## src/rtl/usb_rx_pkg.sv

```systemverilog
// Shared definitions for the USB receive front end: line states, FSM states
// and the low-speed J/K remap helper.
package usb_rx_pkg;

   localparam logic [1:0] LS_SE0  = 2'b00;
   localparam logic [1:0] LS_J_FS = 2'b01;
   localparam logic [1:0] LS_K_FS = 2'b10;
   localparam logic [1:0] LS_SE1  = 2'b11;

   typedef enum logic [2:0] {
      IDLE,
      SYNC,
      DATA,
      EOP_SE0,
      ERROR
   } rx_state_e;

   // Low-speed J/K are the mirror of full-speed; SE0/SE1 are symmetric anyway.
   function automatic logic [1:0] ls_to_fs(input logic [1:0] ls, input logic low_speed);
      if (low_speed && (ls == LS_J_FS || ls == LS_K_FS))
         return {ls[0], ls[1]};
      return ls;
   endfunction

endpackage

```

## src/rtl/usb_rx_nrzi_unstuff_if.sv

```systemverilog
// Bundle between the bit-clock recovery block, the receive front end and the
// packet decoder.
interface usb_rx_nrzi_unstuff_if #(
   parameter int DATA_W = 8
);

   logic              bit_strobe;
   logic              phase_lock;
   logic [1:0]        line_state;
   logic [DATA_W-1:0] rx_data;
   logic              rx_valid;
   logic              rx_active;
   logic              rx_eop;
   logic              rx_error;

   modport master (
      output bit_strobe, phase_lock, line_state,
      input  rx_data, rx_valid, rx_active, rx_eop, rx_error
   );

   modport slave (
      input  bit_strobe, phase_lock, line_state,
      output rx_data, rx_valid, rx_active, rx_eop, rx_error
   );

endinterface

```

## src/rtl/usb_unstuff_core.sv

```systemverilog
// Bit-unstuffing decision: tracks consecutive decoded 1s and classifies the
// bit that follows a full run as a stuff bit.
module usb_unstuff_core #(
   parameter int STUFF_LEN = 6
) (
   input  logic clk,
   input  logic rst_n,
   input  logic clear,
   input  logic bit_en,
   input  logic bit_in,
   output logic bit_keep,
   output logic stuff_err
);

   localparam int                OC_W     = $clog2(STUFF_LEN + 1);
   localparam logic [OC_W-1:0]   OC_STUFF = OC_W'(STUFF_LEN);

   logic [OC_W-1:0] ones_cnt;
   logic            stuff_slot;

   assign stuff_slot = (ones_cnt == OC_STUFF);
   assign bit_keep   = bit_en && !stuff_slot;
   assign stuff_err  = bit_en && stuff_slot && bit_in;

   // A stuff slot always restarts the run, whether the bit was a legal 0 or not.
   always_ff @(posedge clk) begin
      if (!rst_n || clear)
         ones_cnt <= '0;
      else if (bit_en)
         ones_cnt <= (stuff_slot || !bit_in) ? '0 : ones_cnt + 1'b1;
   end

endmodule

```

## src/rtl/usb_rx_nrzi_unstuff.sv

```systemverilog
// USB receive front end: NRZI decode, SYNC detect, bit unstuffing, LSB-first
// word assembly, EOP detection and violation handling with idle resync.
module usb_rx_nrzi_unstuff
   import usb_rx_pkg::*;
#(
   parameter int STUFF_LEN      = 6,
   parameter int DATA_W         = 8,
   parameter int LOW_SPEED      = 0,
   parameter int SYNC_MIN_ZEROS = 5,
   parameter int IDLE_BITS      = 7
) (
   input  logic                 clk,
   input  logic                 rst_n,
   usb_rx_nrzi_unstuff_if.slave bus
);

   localparam int              ZC_W    = $clog2(SYNC_MIN_ZEROS + 2);
   localparam int              BC_W    = $clog2(DATA_W + 1);
   localparam int              IC_W    = $clog2(IDLE_BITS + 1);
   localparam logic [ZC_W-1:0] ZC_ONE  = ZC_W'(1);
   localparam logic [ZC_W-1:0] ZC_MIN  = ZC_W'(SYNC_MIN_ZEROS);
   localparam logic [BC_W-1:0] BC_TWO  = BC_W'(2);
   localparam logic [BC_W-1:0] BC_LAST = BC_W'(DATA_W - 1);
   localparam logic [IC_W-1:0] IC_LAST = IC_W'(IDLE_BITS - 1);

   function automatic logic [ZC_W-1:0] sat_inc_zc(input logic [ZC_W-1:0] v);
      return (&v) ? v : v + 1'b1;
   endfunction

   rx_state_e         state, state_n;
   logic [ZC_W-1:0]   zero_cnt, zero_n;
   logic [BC_W-1:0]   bit_cnt, bit_n;
   logic [1:0]        se0_cnt, se0_n;
   logic [IC_W-1:0]   idle_cnt, idle_n;
   logic              prev_jk;
   logic              lock_q;
   logic              rx_valid_q, rx_eop_q, rx_error_q, rx_active_q;
   logic              valid_n, eop_n, err_n, active_n;
   logic              enter_data, shift_en, load_word, abort;
   logic [DATA_W-1:0] shreg, shreg_nxt, rx_data_q;

   logic       smp;
   logic [1:0] ls_fs;
   logic       is_j, is_k, is_se0, is_se1, is_jk;
   logic       dec_bit, lock_fall;
   logic       core_en, bit_keep, stuff_err;

   assign smp       = bus.bit_strobe && bus.phase_lock;
   assign ls_fs     = ls_to_fs(bus.line_state, LOW_SPEED != 0);
   assign is_j      = (ls_fs == LS_J_FS);
   assign is_k      = (ls_fs == LS_K_FS);
   assign is_se0    = (ls_fs == LS_SE0);
   assign is_se1    = (ls_fs == LS_SE1);
   assign is_jk     = is_j || is_k;
   assign dec_bit   = (is_j == prev_jk);
   assign lock_fall = lock_q && !bus.phase_lock;
   assign core_en   = smp && is_jk && (state == DATA);
   assign shreg_nxt = {dec_bit, shreg[DATA_W-1:1]};

   usb_unstuff_core #(
      .STUFF_LEN (STUFF_LEN)
   ) u_core (
      .clk       (clk),
      .rst_n     (rst_n),
      .clear     (enter_data),
      .bit_en    (core_en),
      .bit_in    (dec_bit),
      .bit_keep  (bit_keep),
      .stuff_err (stuff_err)
   );

   always_comb begin
      state_n    = state;
      zero_n     = zero_cnt;
      bit_n      = bit_cnt;
      se0_n      = se0_cnt;
      idle_n     = idle_cnt;
      valid_n    = 1'b0;
      eop_n      = 1'b0;
      err_n      = 1'b0;
      active_n   = rx_active_q;
      enter_data = 1'b0;
      shift_en   = 1'b0;
      load_word  = 1'b0;
      abort      = 1'b0;

      unique case (state)
         IDLE: begin
            if (smp && is_k) begin
               state_n = SYNC;
               zero_n  = ZC_ONE;
            end
         end

         SYNC: begin
            if (lock_fall)
               state_n = IDLE;
            else if (smp) begin
               if (!is_jk)
                  state_n = IDLE;
               else if (!dec_bit)
                  zero_n = sat_inc_zc(zero_cnt);
               else if (zero_cnt >= ZC_MIN) begin
                  state_n    = DATA;
                  active_n   = 1'b1;
                  enter_data = 1'b1;
                  bit_n      = '0;
               end else
                  state_n = IDLE;
            end
         end

         DATA: begin
            if (lock_fall)
               abort = 1'b1;
            else if (smp) begin
               if (is_se0) begin
                  // Up to one dribble bit past a word boundary is tolerated.
                  state_n = EOP_SE0;
                  se0_n   = 2'd1;
                  bit_n   = '0;
                  if (bit_cnt >= BC_TWO) begin
                     err_n    = 1'b1;
                     active_n = 1'b0;
                  end
               end else if (is_se1 || stuff_err)
                  abort = 1'b1;
               else if (bit_keep) begin
                  shift_en = 1'b1;
                  if (bit_cnt == BC_LAST) begin
                     load_word = 1'b1;
                     valid_n   = 1'b1;
                     bit_n     = '0;
                  end else
                     bit_n = bit_cnt + 1'b1;
               end
            end
         end

         EOP_SE0: begin
            if (lock_fall)
               abort = 1'b1;
            else if (smp) begin
               if (is_se0) begin
                  if (se0_cnt == 2'd2)
                     abort = 1'b1;
                  else
                     se0_n = se0_cnt + 1'b1;
               end else if (is_j) begin
                  eop_n    = 1'b1;
                  active_n = 1'b0;
                  state_n  = IDLE;
               end else
                  abort = 1'b1;
            end
         end

         ERROR: begin
            if (smp) begin
               if (!is_j)
                  idle_n = '0;
               else if (idle_cnt == IC_LAST) begin
                  idle_n  = '0;
                  state_n = IDLE;
               end else
                  idle_n = idle_cnt + 1'b1;
            end
         end

         default: state_n = IDLE;
      endcase

      if (abort) begin
         state_n  = ERROR;
         err_n    = 1'b1;
         active_n = 1'b0;
         idle_n   = '0;
      end
   end

   always_ff @(posedge clk) begin
      if (!rst_n) begin
         state       <= IDLE;
         zero_cnt    <= '0;
         bit_cnt     <= '0;
         se0_cnt     <= '0;
         idle_cnt    <= '0;
         prev_jk     <= 1'b1;
         lock_q      <= 1'b0;
         rx_valid_q  <= 1'b0;
         rx_eop_q    <= 1'b0;
         rx_error_q  <= 1'b0;
         rx_active_q <= 1'b0;
      end else begin
         state       <= state_n;
         zero_cnt    <= zero_n;
         bit_cnt     <= bit_n;
         se0_cnt     <= se0_n;
         idle_cnt    <= idle_n;
         lock_q      <= bus.phase_lock;
         rx_valid_q  <= valid_n;
         rx_eop_q    <= eop_n;
         rx_error_q  <= err_n;
         rx_active_q <= active_n;
         if (smp && is_jk)
            prev_jk <= is_j;
      end
   end

   // Word assembly: the shift register itself carries no reset.
   always_ff @(posedge clk) begin
      if (shift_en)
         shreg <= shreg_nxt;
   end

   always_ff @(posedge clk) begin
      if (!rst_n)
         rx_data_q <= '0;
      else if (load_word)
         rx_data_q <= shreg_nxt;
   end

   assign bus.rx_data   = rx_data_q;
   assign bus.rx_valid  = rx_valid_q;
   assign bus.rx_active = rx_active_q;
   assign bus.rx_eop    = rx_eop_q;
   assign bus.rx_error  = rx_error_q;

endmodule
```

## src/flat_wrapper.sv

```systemverilog
// flat-port wrapper written by rule: the top's interface ports become plain ports
module usb_rx_nrzi_unstuff_flat import usb_rx_pkg::*;
#(
   parameter int STUFF_LEN      = 6,
   parameter int DATA_W         = 8,
   parameter int LOW_SPEED      = 0,
   parameter int SYNC_MIN_ZEROS = 5,
   parameter int IDLE_BITS      = 7
)
  (clk, rst_n, bus_bit_strobe, bus_phase_lock, bus_line_state, bus_rx_data, bus_rx_valid, bus_rx_active, bus_rx_eop, bus_rx_error);
  usb_rx_nrzi_unstuff_if #(.DATA_W(DATA_W)) bus_i ();
  input  logic clk;
  input  logic rst_n;
  input wire logic [$bits(bus_i.bit_strobe)-1:0] bus_bit_strobe;
  input wire logic [$bits(bus_i.phase_lock)-1:0] bus_phase_lock;
  input wire logic [$bits(bus_i.line_state)-1:0] bus_line_state;
  output wire logic [$bits(bus_i.rx_data)-1:0] bus_rx_data;
  output wire logic [$bits(bus_i.rx_valid)-1:0] bus_rx_valid;
  output wire logic [$bits(bus_i.rx_active)-1:0] bus_rx_active;
  output wire logic [$bits(bus_i.rx_eop)-1:0] bus_rx_eop;
  output wire logic [$bits(bus_i.rx_error)-1:0] bus_rx_error;
  assign bus_i.bit_strobe = bus_bit_strobe;
  assign bus_i.phase_lock = bus_phase_lock;
  assign bus_i.line_state = bus_line_state;
  assign bus_rx_data = bus_i.rx_data;
  assign bus_rx_valid = bus_i.rx_valid;
  assign bus_rx_active = bus_i.rx_active;
  assign bus_rx_eop = bus_i.rx_eop;
  assign bus_rx_error = bus_i.rx_error;
  usb_rx_nrzi_unstuff #(.STUFF_LEN(STUFF_LEN), .DATA_W(DATA_W), .LOW_SPEED(LOW_SPEED), .SYNC_MIN_ZEROS(SYNC_MIN_ZEROS), .IDLE_BITS(IDLE_BITS)) u_core (.clk(clk), .rst_n(rst_n), .bus(bus_i));
endmodule
```

## config.mk

```make
export PLATFORM = sky130hd
export DESIGN_NAME = usb_rx_nrzi_unstuff_flat
export DESIGN_NICKNAME = d
export VERILOG_FILES = /design/src/rtl/usb_rx_pkg.sv /design/src/rtl/usb_rx_nrzi_unstuff_if.sv /design/src/rtl/usb_unstuff_core.sv /design/src/rtl/usb_rx_nrzi_unstuff.sv /design/src/flat_wrapper.sv
export SDC_FILE = /design/constraint.sdc
export NUM_CORES = 1
export LEC_CHECK = 0
export CAP_MARGIN = 5
export CORE_ASPECT_RATIO = 1.25
export CORE_UTILIZATION = 56
export CTS_CLUSTER_SIZE = 12
export DETAILED_ROUTE_END_ITERATION = 16
export PLACE_DENSITY = 0.83
export REMOVE_ABC_BUFFERS = 1
export SETUP_SLACK_MARGIN = 0.05
export SLEW_MARGIN = 20
export SYNTH_ARGS = -nofsm -noshare
export SYNTH_HDL_FRONTEND = slang
export SYNTH_SLANG_ARGS = --single-unit
```

## constraint.sdc

```tcl
create_clock -name clk -period 2.93 [get_ports clk]
set_clock_uncertainty 0.2 [all_clocks]
set_input_delay 0.7325 -clock clk [delete_from_list [all_inputs] [get_ports clk]]
set_output_delay 0.7325 -clock clk [all_outputs]
set_load 0.02 [all_outputs]
```

==> summary.txt <==
Num ports = 18
FP Rows = 23
PD cells = 463 nW/um^2
Final wirelength = 4510 um
Max cap viols = 0
Worst skew pair latency = 0.29 ns
Min-delay src = u_core.shreg[5]
R2R Path End = u_core.idle_cnt[0]
Netlist Area Pre-Place = 1970 um^2
Worst hold slack = 0.261 ns
Hold_buf cts = 0
Status = finished, final reports clean
RSZ-0062 raised after global routing = no
Adder-cell share of the synthesized area = 7.60%
Top routing layer in use = met4
Mapped Cells = 208
Global-route wire length before repair = 7130 um
Worst R2R Path Depth = 5
TritonCTS Buffers = 5
Share of layout cells above drive strength 1 = 16.4%
Ys async rst share = 0%
Compound-Gate Fraction of Synth Area = 17.7%
Max FO, Critical Path = 7
Post-place setup slack = -0.211 ns
Hold path depth = 0
Period minus WS final = 2.52 ns
Global route overflow = 0
Proportion of synthesized area in mux cells = 6.15%
Longest Clk Path Bufs = 2
WP data arrival = 2.51 ns
Nets = 267
Worst setup path class = input port to flip-flop
Initial Util = 60.2%
Hpwl dp = 3030 um
Met3 wirelength from detailed routing = 193 um
Final hold violation count = 0
Largest family of logic cells by synthesized area = simple AND/OR/NAND/NOR gates
Remaining routing DRC violations = 0
H-tree Lvls = 2
Largest net degree at the start of global routing = 19
Slew headroom = 67.8%
Most common cell after layout, fill and taps aside = dfxtp_1
Worst Tran Pin Value = 0.470 ns
Sequential area share after synthesis = 43.1%
Initial DRC count = 43
Hold Path Sink = u_core.shreg[4]
Core area = 3280 um^2
Clock transition at path regs = 0.08 ns
Port Buffers = 17
Gpl congestion = 0.893
Synth unique cells = 51
Clk sink count = 39
Clock Tree Root = clkbuf_8
Number of global-route vias before repair = 1611
Antenna cells = 0
Synth-to-Final Area Change = 27.4%
Worst setup margin = 0.410 ns
Reg-to-Reg Start = u_core.state[2]
Synth Area in XOR/XNOR = 0.444%
Final setup vio count = 0
Die area = 3770 um^2
Post-synthesis register bit count = 39
Synth Warn # = 0
Worst setup EP type = flip-flop
Max Transition Viols Final = 0
Post-synthesis area per instance = 9.49 um^2
Detailed-route via count = 1745
Postcts setup bufs = 0
Most frequent cells in the layout = 32 x dfxtp_1, 26 x nor2_1, 24 x buf_4, 15 x clkdlybuf4s50_1, 13 x a21oi_1
Simple-Gate Fraction of Synth Area = 20.9%
Reg-to-reg slack, setup = 0.54 ns
Die width = 55.1 um
Die Height = 68.4 um
Post-DR vias/cell = 6.08
Met2 WL = 2330 um
Main synth FF type = dfxtp_1
Pleak = 1.07 nW
GRT Resource Usage Total = 26.3%
EDFF count, synth = 7
Antenna violations before repair = 0
Setup crit start kind = input port
ANT nets after route = 0
Final period util = 86.0%
Drt pass-1 iters = 5
Max VDD drop = 0.533 mV
WL/cell = 15.7 um
TritonCTS clock tree = done
Wire length on met1 = 1920 um
Worst EP required = 2.92 ns
Fmax = 0.397 GHz
Hold WC Path Type = flip-flop to flip-flop
## report_power, final
part / internal (mW) / leakage, nW / switching [mW]
logic: 0.0399 / 0.684 / 0.0494
registers: 0.546 / 0.321 / 0.00192
clock network: 0.340 / 0.0654 / 0.188
total: 0.926 / 1.07 / 0.240
## worst max path at each step
| stage | to | startpoint | slack (ns) | depth (start not counted) |
|---|---|---|---|---|
| 2_1_floorplan | u_core.bus.rx_data[0] | bus_line_state[0] | -0.16 | 7 |
| 3_5_place_dp | u_core.idle_cnt[0] | bus_line_state[0] | -0.21 | 8 |
| 4_1_cts | u_core.idle_cnt[2] | bus_line_state[0] | 0.06 | 8 |
| 3_3_place_gp | u_core.idle_cnt[0] | bus_line_state[0] | -0.17 | 8 |
| 5_1_grt | u_core.idle_cnt[0] | bus_line_state[0] | 0.38 | 7 |
| 6_report | u_core.idle_cnt[0] | bus_line_state[0] | 0.41 | 7 |
## logic make-up after synthesis
logic type,after synthesis
buffers and inverters,19
DFF,39
xor gates and xnor gates,1
AOI/OAI and AO/OA,49
and+or+nand+nor,76
adders and majority gates,12
muxes,12
## flip-flops by register name, summed over array words and instances, names as in the netlist
signal	flops
u_core.idle_cnt	3
u_core.u_core.ones_cnt	3
u_core.bus.rx_data	8
u_core.state	3
u_core.bus.rx_error	1
u_core.bus.rx_eop	1
u_core.zero_cnt	3
u_core.bus.rx_active	1
u_core.lock_q	1
u_core.prev_jk	1
u_core.bus.rx_valid	1
u_core.shreg	7
u_core.se0_cnt	2
u_core.bit_cnt	4
## layout make-up
class	instances	area (um^2)
repair buffers	41	355
flip-flops and latches	39	851
clock buffers	6	72.6
multi-input cells	150	1090
fillers	247	764
clock inverters	2	60.1
inverters	12	45.0
well taps	37	46.3
## worst max-delay path, cell delays in order
cell            delay, ns
dlymetal6s2s_1       0.16
ha_1                 0.24
xor2_1               0.19
or4_4                0.56
a211oi_4             0.30
o21bai_4             0.14
and3_1               0.18
## per-layer routing
metal | vias up | track usage [%]
li1 | 832 | -
met1 | 854 | 31.5
met2 | 50 | 45.0
met3 | 9 | 6.22
met4 | 0 | 8.44
met5 | - | 0
## metrics by stage
step | area, um^2 | setup TNS, ns | util, % | instances | power, mW
global placement | 2340 | -1.75 | 71.2 | 279 | 0.640
finish | 2520 | 0 | 76.7 | 287 | 1.17
floorplan | 1940 | -1.31 | - | 201 | 0.598
detailed placement | 2340 | -3.19 | 71.2 | 279 | 0.641
global route | 2520 | 0 | 76.7 | 287 | 1.20
CTS | 2480 | 0 | 75.5 | 287 | 1.16
## cell usage after synthesis (3+ instances only)
| master | number | area [um^2] |
|---|---|---|
| nor3_1 | 3 | 15.0 |
| clkbuf_1 | 5 | 18.8 |
| inv_1 | 11 | 41.3 |
| nand2_1 | 8 | 30.0 |
| a21oi_1 | 13 | 65.1 |
| nand2b_1 | 8 | 50.1 |
| edfxtp_1 | 7 | 210 |
| mux2i_1 | 11 | 110 |
| o21ai_0 | 8 | 40.0 |
| nor2b_1 | 5 | 31.3 |
| nor2_1 | 26 | 97.6 |
| and3_1 | 3 | 18.8 |
| o211a_1 | 4 | 40.0 |
| nand3_1 | 6 | 30.0 |
| dfxtp_1 | 32 | 641 |
| a2111oi_0 | 3 | 26.3 |
| ha_1 | 12 | 150 |
## timing repair
action	CTS	global route
endpoints found under the hold margin	0	0
setup endpoints to repair	3	20
pin swaps	0	2
gates cloned	0	0
resized for setup	1	8
No activity file was read; power rests on OpenSTA's default activity.
